**src/rtl/bus_slave_port_if.sv**
```systemverilog
// Bit-serial system bus as seen by one slave slot: arbiter-side controls in,
// serial read data and completion status out.
interface bus_slave_port_if;
    logic       select;
    logic       write;
    logic       addr;
    logic       wdata;
    logic       rdata;
    logic       rvalid;
    logic       ready;
    logic [1:0] resp;

    modport master (
        output select, write, addr, wdata,
        input  rdata, rvalid, ready, resp
    );

    modport slave (
        input  select, write, addr, wdata,
        output rdata, rvalid, ready, resp
    );
endinterface

```
**src/rtl/bus_slave_port.sv**
```systemverilog
// Slave endpoint of the bit-serial bus: serial address/data in, local register
// memory, serial read-back, and a one-cycle ready/resp completion.
module bus_slave_port #(
    parameter int ADDR_W    = 8,
    parameter int DATA_W    = 8,
    parameter int MEM_DEPTH = 256
) (
    input logic             clk,
    input logic             reset_n,
    bus_slave_port_if.slave bus
);

    localparam int MAX_W = (ADDR_W > DATA_W) ? ADDR_W : DATA_W;
    localparam int CNT_W = (MAX_W > 1) ? $clog2(MAX_W) : 1;
    localparam int IDX_W = (MEM_DEPTH > 1) ? $clog2(MEM_DEPTH) : 1;

    localparam logic [CNT_W-1:0] ADDR_LAST = CNT_W'(ADDR_W - 1);
    localparam logic [CNT_W-1:0] DATA_LAST = CNT_W'(DATA_W - 1);
    localparam logic [ADDR_W:0]  DEPTH_LIM = (ADDR_W + 1)'(MEM_DEPTH);

    localparam logic [2:0] S_IDLE  = 3'd0;
    localparam logic [2:0] S_ADDR  = 3'd1;
    localparam logic [2:0] S_WDATA = 3'd2;
    localparam logic [2:0] S_FETCH = 3'd3;
    localparam logic [2:0] S_RDATA = 3'd4;
    localparam logic [2:0] S_DONE  = 3'd5;

    localparam logic [1:0] RESP_OKAY  = 2'b00;
    localparam logic [1:0] RESP_ERROR = 2'b01;

    logic [2:0]        state_q, state_d;
    logic [CNT_W-1:0]  cnt_q, cnt_d;
    logic [ADDR_W-1:0] addr_sh_q, addr_sh_d;
    logic [DATA_W-1:0] data_sh_q, data_sh_d;
    logic              write_q, write_d;
    logic              rvalid_q, rvalid_d;
    logic              ready_q, ready_d;
    logic [1:0]        resp_q, resp_d;

    logic [DATA_W-1:0] mem_q [MEM_DEPTH];

    logic [ADDR_W-1:0] addr_shifted;
    logic [DATA_W-1:0] data_shifted;
    logic [IDX_W-1:0]  idx;
    logic              in_range;
    logic              mem_we;
    logic [DATA_W-1:0] rd_word;

    assign addr_shifted = (addr_sh_q << 1) | ADDR_W'(bus.addr);
    assign data_shifted = (data_sh_q << 1) | DATA_W'(bus.wdata);
    assign idx          = addr_sh_q[IDX_W-1:0];
    assign in_range     = ({1'b0, addr_sh_q} < DEPTH_LIM);
    assign rd_word      = in_range ? mem_q[idx] : '0;

    // Write only on the final wdata edge of an uninterrupted, in-range transfer
    assign mem_we = reset_n && bus.select && (state_q == S_WDATA) &&
                    (cnt_q == DATA_LAST) && in_range;

    always_comb begin
        state_d   = state_q;
        cnt_d     = cnt_q;
        addr_sh_d = addr_sh_q;
        data_sh_d = data_sh_q;
        write_d   = write_q;

        case (state_q)
            S_IDLE: begin
                if (bus.select) begin
                    write_d   = bus.write;
                    addr_sh_d = '0;
                    cnt_d     = '0;
                    state_d   = S_ADDR;
                end
            end
            S_ADDR: begin
                if (!bus.select) begin
                    state_d = S_IDLE;
                end else begin
                    addr_sh_d = addr_shifted;
                    if (cnt_q == ADDR_LAST) begin
                        cnt_d     = '0;
                        data_sh_d = '0;
                        state_d   = write_q ? S_WDATA : S_FETCH;
                    end else begin
                        cnt_d = cnt_q + 1'b1;
                    end
                end
            end
            S_WDATA: begin
                if (!bus.select) begin
                    state_d = S_IDLE;
                end else begin
                    data_sh_d = data_shifted;
                    if (cnt_q == DATA_LAST) begin
                        cnt_d   = '0;
                        state_d = S_DONE;
                    end else begin
                        cnt_d = cnt_q + 1'b1;
                    end
                end
            end
            S_FETCH: begin
                if (!bus.select) begin
                    state_d = S_IDLE;
                end else begin
                    data_sh_d = rd_word;
                    cnt_d     = '0;
                    state_d   = S_RDATA;
                end
            end
            S_RDATA: begin
                // rdata presents the shift-register MSB, so shift after each bit
                if (!bus.select) begin
                    state_d = S_IDLE;
                end else begin
                    data_sh_d = data_sh_q << 1;
                    if (cnt_q == DATA_LAST) begin
                        cnt_d   = '0;
                        state_d = S_DONE;
                    end else begin
                        cnt_d = cnt_q + 1'b1;
                    end
                end
            end
            S_DONE: begin
                state_d = S_IDLE;
            end
            default: begin
                state_d = S_IDLE;
            end
        endcase
    end

    always_comb begin
        rvalid_d = (state_d == S_RDATA);
        ready_d  = (state_d == S_DONE);
        resp_d   = resp_q;
        if (state_d == S_DONE) begin
            resp_d = in_range ? RESP_OKAY : RESP_ERROR;
        end
    end

    always_ff @(posedge clk) begin
        if (!reset_n) begin
            state_q   <= S_IDLE;
            cnt_q     <= '0;
            addr_sh_q <= '0;
            data_sh_q <= '0;
            write_q   <= 1'b0;
            rvalid_q  <= 1'b0;
            ready_q   <= 1'b0;
            resp_q    <= RESP_OKAY;
        end else begin
            state_q   <= state_d;
            cnt_q     <= cnt_d;
            addr_sh_q <= addr_sh_d;
            data_sh_q <= data_sh_d;
            write_q   <= write_d;
            rvalid_q  <= rvalid_d;
            ready_q   <= ready_d;
            resp_q    <= resp_d;
        end
    end

    // Storage is deliberately left out of reset
    always_ff @(posedge clk) begin
        if (mem_we) begin
            mem_q[idx] <= data_shifted;
        end
    end

    assign bus.rdata  = rvalid_q & data_sh_q[DATA_W-1];
    assign bus.rvalid = rvalid_q;
    assign bus.ready  = ready_q;
    assign bus.resp   = resp_q;

endmodule

```
**src/flat_wrapper.sv**
```systemverilog
// flat-port wrapper written by rule: the top's interface ports become plain ports
module bus_slave_port_flat 
#(
    parameter int ADDR_W    = 8,
    parameter int DATA_W    = 8,
    parameter int MEM_DEPTH = 256
)
  (clk, reset_n, bus_select, bus_write, bus_addr, bus_wdata, bus_rdata, bus_rvalid, bus_ready, bus_resp);
  bus_slave_port_if bus_i ();
  input logic clk;
  input logic reset_n;
  input wire logic [$bits(bus_i.select)-1:0] bus_select;
  input wire logic [$bits(bus_i.write)-1:0] bus_write;
  input wire logic [$bits(bus_i.addr)-1:0] bus_addr;
  input wire logic [$bits(bus_i.wdata)-1:0] bus_wdata;
  output wire logic [$bits(bus_i.rdata)-1:0] bus_rdata;
  output wire logic [$bits(bus_i.rvalid)-1:0] bus_rvalid;
  output wire logic [$bits(bus_i.ready)-1:0] bus_ready;
  output wire logic [$bits(bus_i.resp)-1:0] bus_resp;
  assign bus_i.select = bus_select;
  assign bus_i.write = bus_write;
  assign bus_i.addr = bus_addr;
  assign bus_i.wdata = bus_wdata;
  assign bus_rdata = bus_i.rdata;
  assign bus_rvalid = bus_i.rvalid;
  assign bus_ready = bus_i.ready;
  assign bus_resp = bus_i.resp;
  bus_slave_port #(.ADDR_W(ADDR_W), .DATA_W(DATA_W), .MEM_DEPTH(MEM_DEPTH)) u_core (.clk(clk), .reset_n(reset_n), .bus(bus_i));
endmodule
```
**config.mk**
```make
export PLATFORM = sky130hd
export DESIGN_NAME = bus_slave_port_flat
export DESIGN_NICKNAME = d
export VERILOG_FILES = /design/src/rtl/bus_slave_port_if.sv /design/src/rtl/bus_slave_port.sv /design/src/flat_wrapper.sv
export SDC_FILE = /design/constraint.sdc
export NUM_CORES = 2
export LEC_CHECK = 0
export CORE_ASPECT_RATIO = 1.75
export CORE_UTILIZATION = 55
export CTS_BUF_LIST = sky130_fd_sc_hd__clkbuf_4
export DETAILED_ROUTE_END_ITERATION = 8
export PLACE_DENSITY = 0.68
export SYNTH_ARGS = -nofsm -noshare
export SYNTH_HDL_FRONTEND = slang
export SYNTH_SLANG_ARGS = --single-unit
```
**constraint.sdc**
```tcl
create_clock -name clk -period 7.8 [get_ports clk]
set_input_delay 1.56 -clock clk [delete_from_list [all_inputs] [get_ports clk]]
set_output_delay 1.56 -clock clk [all_outputs]
set_load 0.03 [all_outputs]
```
==> results.sh <==
export IMPL_finalNetCount=4203
export IMPL_wl_um=228000
export IMPL_worstPathRequired_ns=8.63
export IMPL_drtIter0Drc=5044
export IMPL_numCtsBuffers=425
export IMPL_htreeDepth=5
export IMPL_fmax_ghz=0.194
export IMPL_synth_area_um2=81000
export IMPL_cp_start_kind="input port"
export IMPL_grt_usage=0.308
export IMPL_timing_hold_ws_ns=0.494
export IMPL_setup_tns_ns=0
export IMPL_cts_tree="done"
export IMPL_grt_pass1_vias=43272
export IMPL_ir_worst_vdd_v=0.000107
export IMPL_seq_area_frac_synth=0.768
export IMPL_synthFlopType="edfxtp_1"
export IMPL_clock_latency_ns=1.27
export IMPL_fill_cells=10161
export IMPL_end_kind="flip-flop"
export IMPL_wl_per_cell_um=35.5
export IMPL_status="complete, no violations"
export IMPL_cts_resized=0
export IMPL_slew_headroom=0.00743
export IMPL_clockRootBuffer="clkbuf_4"
export IMPL_tightest_slew_ns=1.49
export IMPL_synth_area_leader_cell="edfxtp_1"
export IMPL_final_util=0.605
export IMPL_async_flop_share=0
export IMPL_critPathArrivalTime_ns=5.98
export IMPL_grt_pass1_wl_um=317000
export IMPL_path_max_fanout=16
export IMPL_core_area_um2=146000
export IMPL_cp_common_cell="nand2_1"
export IMPL_crit_type="input port to flip-flop"
export IMPL_io_pins=11
export IMPL_cts_repair_timing_setup_buffer_count=0
export IMPL_finalMaxSlewViolations=0
export IMPL_rows=185
export IMPL_path_clk_slew_ns=0.07
export IMPL_fin_crit_ns=5.15
export IMPL_p_per_area_nw_per_um2=226
export IMPL_firstDrtPassIters=6
export IMPL_min_path_type="flip-flop to flip-flop"
export IMPL_synth_commonest_cells="2,048 x edfxtp_1, 490 x mux4_2, 317 x nor2_1"
export IMPL_synth_top_cells_by_area="edfxtp_1 76%, mux4_2 14%, mux2i_1 1.6%"
export IMPL_postCtsHoldBufs=0
export IMPL_grt_max_degree=151
export IMPL_cts_path_max_buffers=4
export IMPL_worstPathCellList="clkdlybuf4s50_1 > nand2_1 > nor4b_1 > nand2_1 > nor3b_1 > nand3_1 > nor2_1"
export IMPL_synth_seq_cells=2081
export IMPL_cts_sinks=2081
export IMPL_die_width_um=292
export IMPL_skew_ns=0.118
export IMPL_start_util=0.556
export IMPL_hold_violations=0
export IMPL_cpPeakStageDelay_ns=1.01
export IMPL_synth_top_cell_area_share=0.759
export IMPL_numPortBuffers=8
export IMPL_overflow=0
export IMPL_area_delta_synth_final_pct=8.82
export IMPL_drc_errors=0
export IMPL_p_leak_nw=30.1
export IMPL_hpwl_um=141000
export IMPL_avgSynthCellArea_um2=20.8
export IMPL_vias=42228
export IMPL_synth_edf_count=2048
export IMPL_yosysWarnings=0
export IMPL_synth_distinct_cells=74
export IMPL_rsz0062_at_grt="false"
export IMPL_via_per_inst=6.59
export IMPL_synth_most_common_cell="edfxtp_1"
export IMPL_setup_viol=0
export IMPL_die_h_um=510
export IMPL_drive_gt1_frac=0.278
export IMPL_crit_slowest_cell="nor3b_1"
export IMPL_antenna_found_initial=13
export IMPL_antenna_left=0
export IMPL_die_area_um2=149000
export IMPL_max_cap_violations=0
export IMPL_finalCritPeriodShare=0.660
export IMPL_place_gp_congestion=0.955
export IMPL_synthCells=3896
==> path summary, 6_finish.rpt <==
kind | from | end | slack, ns | depth (start not counted)
max | reset_n | u_core.mem_q[127][4]$_DFFE_PP_ | 2.65 | 7
max reg2reg | u_core.state_q[0]$_SDFF_PN0_ | u_core.mem_q[127][4]$_DFFE_PP_ | 3.30 | 5
min | u_core.write_q$_SDFFE_PN0P_ | u_core.write_q$_SDFFE_PN0P_ | 0.49 | 2
min reg2reg | u_core.write_q$_SDFFE_PN0P_ | u_core.write_q$_SDFFE_PN0P_ | 0.49 | 2
==> worst max-delay path: cells and delay by family <==
| kind | cells | cell delay [ns] |
|---|---|---|
| buffers and inverters | 1 | 0.78 |
| AND/OR/NAND/NOR | 6 | 3.62 |
==> cells by family (layout without fill, tap and decap cells) <==
family / Yosys count / in the layout / share of synthesized area
adders and majority gates: 2 / 2 / 0.000309
other: 1 / 15 / 0.0000463
buffers and inverters: 239 / 863 / 0.0180
DFF: 2081 / 2081 / 0.768
muxes: 625 / 625 / 0.153
xor gates and xnor gates: 1 / 1 / 0.000108
and+or+nand+nor: 631 / 631 / 0.0342
AOI/OAI and AO/OA: 316 / 316 / 0.0265
==> metal layers <==
layer | global-route usage | wire length [um] | vias to the layer above
met2 | 0.527 | 117000 | 2680
li1 | - | - | 17024
met4 | 0.223 | 18700 | 10
met3 | 0.0634 | 18900 | 740
met1 | 0.345 | 73400 | 21774
met5 | 0 | 58 | -
==> cell usage in the layout (no fill, tap or decap), types with 13 or more instances in the layout <==
master,n
a211oi_1,21
a21oi_1,55
a22oi_1,60
a31oi_1,13
and2_1,15
buf_4,83
clkbuf_4,558
clkinv_1,124
clkinv_2,50
dfxtp_1,21
diode_2,13
edfxtp_1,2048
mux2i_1,127
mux4_2,490
nand2_1,138
nand3_1,43
nor2_1,316
nor2b_1,21
nor3_1,20
o21ai_0,25
o22ai_1,55
==> registers in the layout, indices dropped and copies added, names as in the netlist, named ones only <==
| register | count |
|---|---|
| u_core.bus.ready | 1 |
| u_core.addr_sh_q | 8 |
| u_core.write_q | 1 |
| u_core.mem_q | 2048 |
| u_core.cnt_q | 3 |
| u_core.state_q | 3 |
| u_core.bus.rvalid | 1 |
| u_core.data_sh_q | 8 |
==> final cells by class <==
cell class / instances / area, um2 / share of cell area
flip-flops and latches: 2081 / 62200 / 0.706
multi-input cells: 1577 / 17400 / 0.198
clock buffers: 557 / 4180 / 0.0475
well taps: 1870 / 2340 / 0.0266
clock inverters: 196 / 968 / 0.0110
repair buffers: 104 / 955 / 0.0108
diodes: 13 / 32.5 / 0.000369
inverters: 6 / 23.8 / 0.000270
==> per-stage QoR <==
stage | setup slack [ns] | power [mW] | instance area [um2] | std cells
global route | 2.63 | 20.5 | 88100 | 6401
detailed placement | 1.61 | 12.5 | 82900 | 5637
floorplan | 3.53 | 12.4 | 81000 | 3897
CTS | 2.86 | 20.0 | 88100 | 6390
finish | 2.65 | 19.9 | 88100 | 6404
global placement | 1.78 | 12.5 | 82900 | 5637
==> report_power, final <==
| group | total [mW] | internal, mW | switching, mW |
|---|---|---|---|
| clock network | 7.67 | 3.53 | 4.14 |
| logic | 0.133 | 0.0461 | 0.0864 |
| registers | 12.1 | 12.1 | 0.00592 |
| total | 19.9 | 15.7 | 4.23 |
Note: power is estimated with default switching activity, not from simulation.
